### src/rtl/can_stuff.sv
// CAN transmit bit stuffer.
// Takes unstuffed frame bits over a valid/ready handshake and serialises each
// one for CLKS_PER_BIT clocks. After five equal bits in the stuffed region it
// inserts one complementary stuff bit. The idle bus level is recessive (1).
// Optional readback monitor: define CAN_STUFF_BIT_MONITOR_EN to compare
// i_Rx_Serial against the driven bit at SAMPLE_POINT and pulse o_Bit_Error.
module can_stuff #(
  parameter int CLKS_PER_BIT = 50,
  parameter int SAMPLE_POINT = 35
) (
  input  logic i_Clock,
  input  logic i_Reset,
  input  logic i_Tx_Bit,
  input  logic i_Tx_Stuff_En,
  input  logic i_Tx_Valid,
  output logic o_Tx_Ready,
  output logic o_Tx_Serial,
  output logic o_Stuff_Bit,
  output logic o_Busy,
  input  logic i_Rx_Serial,
  output logic o_Bit_Error
);

  localparam int TW = (CLKS_PER_BIT > 2) ? $clog2(CLKS_PER_BIT) : 1;
  localparam logic [TW-1:0] TIMER_LAST   = TW'(CLKS_PER_BIT - 1);
  localparam logic [TW-1:0] TIMER_SAMPLE = TW'(SAMPLE_POINT);

  typedef enum logic [1:0] {
    IDLE  = 2'd0,
    DATA  = 2'd1,
    STUFF = 2'd2
  } state_t;

  state_t          state_reg, state_next;
  logic [TW-1:0]   timer_reg, timer_next;
  logic [2:0]      run_reg, run_next;
  logic            last_reg, last_next;
  logic            tx_reg, tx_next;

  logic            period_end;
  logic            stuff_due;
  logic            xfer;
  logic [2:0]      load_run;
  logic            load_last;

  assign period_end = (timer_reg == TIMER_LAST);
  // Five equal stuffed-region bits have gone out: a stuff bit must follow.
  assign stuff_due  = (run_reg == 3'd5);
  assign xfer       = i_Tx_Valid && o_Tx_Ready;

  // Ready: always in IDLE, at the end of a data bit unless a stuff bit is
  // pending, and at the end of a stuff bit when upstream already has data.
  always_comb begin
    o_Tx_Ready = 1'b0;
    if (!i_Reset) begin
      case (state_reg)
        IDLE:    o_Tx_Ready = 1'b1;
        DATA:    o_Tx_Ready = period_end && !stuff_due;
        STUFF:   o_Tx_Ready = period_end && i_Tx_Valid;
        default: o_Tx_Ready = 1'b0;
      endcase
    end
  end

  // Run tracking applied when a data bit is accepted.
  always_comb begin
    load_run  = 3'd0;
    load_last = last_reg;
    if (i_Tx_Stuff_En) begin
      if ((i_Tx_Bit == last_reg) && (run_reg != 3'd0)) begin
        load_run = (run_reg == 3'd5) ? 3'd5 : (run_reg + 3'd1);
      end else begin
        load_run  = 3'd1;
        load_last = i_Tx_Bit;
      end
    end
  end

  // Next-state logic: bit timer, stuff insertion and data loading.
  always_comb begin
    state_next = state_reg;
    timer_next = timer_reg;
    run_next   = run_reg;
    last_next  = last_reg;
    tx_next    = tx_reg;
    case (state_reg)
      IDLE: begin
        tx_next = 1'b1;
        if (xfer) begin
          state_next = DATA;
          timer_next = '0;
          tx_next    = i_Tx_Bit;
          run_next   = load_run;
          last_next  = load_last;
        end
      end
      DATA: begin
        if (!period_end) begin
          timer_next = timer_reg + TW'(1);
        end else if (stuff_due) begin
          // The stuff bit itself begins a new run of length one.
          state_next = STUFF;
          timer_next = '0;
          tx_next    = ~last_reg;
          run_next   = 3'd1;
          last_next  = ~last_reg;
        end else if (xfer) begin
          timer_next = '0;
          tx_next    = i_Tx_Bit;
          run_next   = load_run;
          last_next  = load_last;
        end else begin
          state_next = IDLE;
          timer_next = '0;
          tx_next    = 1'b1;
          run_next   = 3'd0;
        end
      end
      STUFF: begin
        if (!period_end) begin
          timer_next = timer_reg + TW'(1);
        end else if (xfer) begin
          state_next = DATA;
          timer_next = '0;
          tx_next    = i_Tx_Bit;
          run_next   = load_run;
          last_next  = load_last;
        end else begin
          state_next = IDLE;
          timer_next = '0;
          tx_next    = 1'b1;
          run_next   = 3'd0;
        end
      end
      default: begin
        state_next = IDLE;
        timer_next = '0;
        tx_next    = 1'b1;
        run_next   = 3'd0;
      end
    endcase
  end

  // State register; reset drops the bus back to recessive immediately.
  always_ff @(posedge i_Clock or posedge i_Reset) begin
    if (i_Reset) begin
      state_reg <= IDLE;
      timer_reg <= '0;
      run_reg   <= 3'd0;
      last_reg  <= 1'b1;
      tx_reg    <= 1'b1;
    end else begin
      state_reg <= state_next;
      timer_reg <= timer_next;
      run_reg   <= run_next;
      last_reg  <= last_next;
      tx_reg    <= tx_next;
    end
  end

  assign o_Tx_Serial = tx_reg;
  assign o_Busy      = (state_reg != IDLE);
  assign o_Stuff_Bit = (state_reg == STUFF);

`ifdef CAN_STUFF_BIT_MONITOR_EN
  // Readback compare at the sample point of every transmitted bit.
  assign o_Bit_Error = (state_reg != IDLE) && (timer_reg == TIMER_SAMPLE) &&
                       (i_Rx_Serial != tx_reg);
`else
  logic monitor_unused;
  assign monitor_unused = i_Rx_Serial ^ (timer_reg == TIMER_SAMPLE);
  assign o_Bit_Error    = 1'b0;
`endif

endmodule

### config.mk
export PLATFORM = sky130hd
export DESIGN_NAME = can_stuff
export DESIGN_NICKNAME = d
export VERILOG_FILES = /design/src/rtl/can_stuff.sv
export SDC_FILE = /design/constraint.sdc
export NUM_CORES = 1
export LEC_CHECK = 0
export BUFFER_PORTS_ARGS = -buffer_cell sky130_fd_sc_hd__buf_2
export CORE_ASPECT_RATIO = 0.6
export CORE_MARGIN = 2
export CORE_UTILIZATION = 40
export DETAILED_ROUTE_END_ITERATION = 16
export GPL_TIMING_DRIVEN = 0
export PLACE_DENSITY = 0.68
export SYNTH_ARGS = -nofsm -noshare
export SYNTH_HDL_FRONTEND = slang
export SYNTH_SLANG_ARGS = --single-unit
### constraint.sdc
create_clock -name i_Clock -period 1.9 [get_ports i_Clock]
set_input_delay 0.19 -clock i_Clock [delete_from_list [all_inputs] [get_ports i_Clock]]
set_output_delay 0.19 -clock i_Clock [all_outputs]
set_load 0.03 [all_outputs]
==> report_table.html <==
<table>
<tr><th>Metric</th><th>Value</th></tr>
<tr><th colspan="2">Global route</th></tr>
<tr><td>Largest net degree at the start of global routing</td><td>14</td></tr>
<tr><td>Wire length of the first global-routing pass</td><td>3870 um</td></tr>
<tr><td>Total overflow reported by the global router</td><td>0</td></tr>
<tr><td>Global Route Usage Sum</td><td>18.5%</td></tr>
<tr><td>Antenna violations before repair</td><td>0</td></tr>
<tr><td>Number of global-route vias before repair</td><td>801</td></tr>
<tr><th colspan="2">Cells and area</th></tr>
<tr><td>Most frequent standard cell in the layout excluding fill and tap cells</td><td>nand2_1</td></tr>
<tr><td>Net count of the finished layout</td><td>152</td></tr>
<tr><td>Final Core Density</td><td>between 50% and 60%</td></tr>
<tr><td>Fraction of final layout cells with drive strength greater than 1</td><td>28.3%</td></tr>
<tr><td>Most frequent cells in the layout</td><td>nand2_1 (14), o21ai_0 (13), nor2_1 (10), dfrtp_1 (10), buf_2 (8)</td></tr>
<tr><td>Diodes inserted</td><td>0</td></tr>
<tr><td>Flip-flop count of the largest register, all copies and words added</td><td>6</td></tr>
<tr><td>Relative area change from synthesis to final layout</td><td>28.0%</td></tr>
<tr><th colspan="2">Clock tree</th></tr>
<tr><td>Maximum number of buffers from clock root to sink</td><td>2</td></tr>
<tr><td>Clock tree root buffer cell</td><td>clkbuf_8</td></tr>
<tr><td>Num CTS Buffers</td><td>3</td></tr>
<tr><td>Clock-pin slew on the worst setup and hold paths</td><td>about 0.05 ns</td></tr>
<tr><td>CTS H-Tree Depth</td><td>1</td></tr>
<tr><td>Clock network latency to the later pin of the worst-skew pair</td><td>0.24 ns</td></tr>
<tr><td>Clock tree from TritonCTS</td><td>yes</td></tr>
<tr><td>TritonCTS sink count</td><td>13</td></tr>
<tr><th colspan="2">Die</th></tr>
<tr><td>Total number of placement rows</td><td>13</td></tr>
<tr><td>Io pins</td><td>11</td></tr>
<tr><td>Effective utilization at floorplan</td><td>43.9%</td></tr>
<tr><td>DIE HEIGHT</td><td>42.6 um</td></tr>
<tr><td>Horiz. Die Dim</td><td>68.3 um</td></tr>
<tr><td>Area of the die</td><td>2910 um^2</td></tr>
<tr><td>CORE AREA</td><td>2260 um^2</td></tr>
<tr><th colspan="2">Drt</th></tr>
<tr><td>Vias per Instance</td><td>5.57</td></tr>
<tr><td>Number of detailed-routing iterations run before antenna repair</td><td>4</td></tr>
<tr><td>WL per Instance</td><td>15.0 um</td></tr>
<tr><td>Residual antenna-violating net count after detailed routing</td><td>0</td></tr>
<tr><td>Initial DRC count</td><td>85</td></tr>
<tr><td>Remaining routing DRC violations</td><td>0</td></tr>
<tr><td>Detailed Route WL</td><td>around 2500 um</td></tr>
<tr><td>Detailed-route via count</td><td>935</td></tr>
<tr><th colspan="2">STA</th></tr>
<tr><td>Minimum period implied by the final worst setup slack</td><td>between 1.5 and 2 ns</td></tr>
<tr><td>Number of max-slew violations in the final report</td><td>0</td></tr>
<tr><td>Worst hold margin</td><td>0.00588 ns</td></tr>
<tr><td>Number of setup violations in the final report</td><td>0</td></tr>
<tr><td>Max-Slew Margin vs Limit</td><td>66.6%</td></tr>
<tr><td>Final worst path period share</td><td>96.7%</td></tr>
<tr><td>Clock Skew</td><td>0.00277 ns</td></tr>
<tr><td>Unrepaired setup endpoints after global routing</td><td>yes</td></tr>
<tr><td>Max Clock Freq</td><td>544 MHz</td></tr>
<tr><td>Final hold viol count</td><td>0</td></tr>
<tr><td>Actual transition at the worst max-transition pin</td><td>0.500 ns</td></tr>
<tr><th colspan="2">Logic synthesis</th></tr>
<tr><td>Cell area after synthesis</td><td>about 990 um^2</td></tr>
<tr><td>Average instance area after synthesis</td><td>8.13 um^2</td></tr>
<tr><td>Number of enable flip-flop cells after synthesis</td><td>0</td></tr>
<tr><td>Share of synthesized area occupied by flip-flops and latches</td><td>33.0%</td></tr>
<tr><td>Library cell occupying the most area in the post-synthesis netlist</td><td>dfrtp_1</td></tr>
<tr><td>Share of the synthesized area in the top cell type</td><td>27.7%</td></tr>
<tr><td>Number of instances in the synthesized netlist</td><td>122</td></tr>
<tr><td>#FFs+latches synth</td><td>13</td></tr>
<tr><td>Proportion of register bits with asynchronous set or reset after synthesis</td><td>100%</td></tr>
<tr><td>Post-synthesis net count</td><td>~140</td></tr>
<tr><td>Synth top area cells</td><td>dfrtp_1 (28%), ha_1 (8.8%), o21ai_0 (7.6%)</td></tr>
<tr><td>Number of distinct library cells after synthesis</td><td>40</td></tr>
<tr><td>Number of warning messages in the yosys log</td><td>0</td></tr>
<tr><td>Primary FF master, synth</td><td>dfrtp_1</td></tr>
<tr><th colspan="2">Status</th></tr>
<tr><td>Status</td><td>finished clean</td></tr>
<tr><th colspan="2">Worst setup path</th></tr>
<tr><td>Category of cells accounting for the largest share of critical-path delay</td><td>flip-flops</td></tr>
<tr><td>WS Path Type</td><td>flip-flop to primary output</td></tr>
<tr><td>Kind of start point of the critical path</td><td>flip-flop</td></tr>
<tr><td>R2R Setup Slk</td><td>around 0.070 ns</td></tr>
<tr><td>Data arrival time at the worst-slack endpoint</td><td>1.65 ns</td></tr>
<tr><td>Worst Path Max Fanout</td><td>3</td></tr>
<tr><td>CP required</td><td>1.71 ns</td></tr>
<tr><td>Critical-path top delay cell</td><td>dfrtp_1</td></tr>
<tr><td>Ordered list of cells on the worst path</td><td>inv_2 &gt; ha_4 &gt; and3_4 &gt; a41oi_4 &gt; nor3_2 &gt; buf_4</td></tr>
<tr><td>Element type at the critical path end</td><td>primary output</td></tr>
<tr><td>Buffering stage count on the worst path with inverters included</td><td>2</td></tr>
<tr><td>Maximum cell stage delay along the critical path</td><td>0.40 ns</td></tr>
<tr><th colspan="2">Power and ir drop</th></tr>
<tr><td>Leak</td><td>0.509 nW</td></tr>
<tr><td>Power per standard cell area</td><td>roughly 1100 nW/um^2</td></tr>
<tr><td>Maximum ir drop on the vdd rail</td><td>0.000560 V</td></tr>
<tr><th colspan="2">Placement</th></tr>
<tr><td>DP Wirelength</td><td>1770 um</td></tr>
<tr><td>Gpl congestion</td><td>0.894</td></tr>
<tr><td># port buffers</td><td>8</td></tr>
<tr><th colspan="2">Flow run</th></tr>
<tr><td>Total of max-cap violations</td><td>0</td></tr>
<tr><th colspan="2">Worst hold path</th></tr>
<tr><td>Hold crit path type</td><td>input port to asynchronous set/reset pin</td></tr>
</table>
final cells by class:
cell class / count / area [um^2]
buffer: 4 / 20.0
clock buffer: 4 / 45.0
fill: 196 / 991
inverter: 7 / 26.3
multi-input combinational: 98 / 739
sequential: 13 / 329
tap: 30 / 37.5
timing repair buffer: 12 / 72.6
worst paths after layout:
path | to | depth (start not counted) | start
setup / recovery | o_Tx_Ready | 6 | state_reg[0]
hold / removal | timer_reg[3] | 2 | i_Reset
setup reg to reg | last_reg | 6 | state_reg[0]
hold reg to reg | timer_reg[5] | 1 | timer_reg[5]
max in group asynchronous | state_reg[1] | 2 | i_Reset
min in group i_Clock | last_reg | 3 | i_Tx_Stuff_En
stage by stage:
step	worst slack [ns]	cell area [um^2]	cells	power [W]	TNS, ns
floorplan	0.0495	1000	122	0.000830	0
detailed placement	-0.272	1080	160	0.000977	-0.672
global placement	-0.251	1080	160	0.000967	-0.578
CTS	0.0148	1180	167	0.00131	0
finish	0.0618	1270	168	0.00143	0
global route	-0.00914	1270	168	0.00154	-0.0216
repair_timing:
item                       4_1_cts  5_1_grt
cloned                           0        0
gates resized for setup          9       14
pin swaps                        1        2
hold buffers                     0        0
setup buffers                    3        1
setup endpoints to repair        8        7
power breakdown:
group / leakage, nW / internal, W / total (W) / switching (W)
Combinational: 0.317 / 0.000326 / 0.000812 / 0.000486
Clock: 0.0228 / 0.000148 / 0.000244 / 0.0000957
Sequential: 0.169 / 0.000335 / 0.000378 / 0.0000431
synth_stat cells (all sizes together), types with 2 or more instances:
cell and n:
inv 7, or3 2, nor3 6, or3b 2, nor2 10, and3 2, dfrtp 11, dfstp 2
a21boi 2, clkbuf 2, ha 7, o31ai 2, buf 2, nor3b 3, nand2b 5, a21oi 4
o21ai 16, nand3b 2, nand3 3, nand2 16
per-layer routing:
layer	track usage (%)	part of all wire (%)
met5	0	0
met4	2.40	0.32
met3	6.72	8.0
met2	24.9	44
met1	28.3	48
cells by family after synthesis:
logic type / share of synthesized area (%)
AND/OR/NAND/NOR: 29.4
AO/OA/AOI/OAI: 22.8
flip-flops: 33.0
buffers and inverters: 4.67
adder cells (fa/ha/maj): 8.83
XOR/XNOR: 0.883
other: 0.378
(Power assumes the default switching activity.)
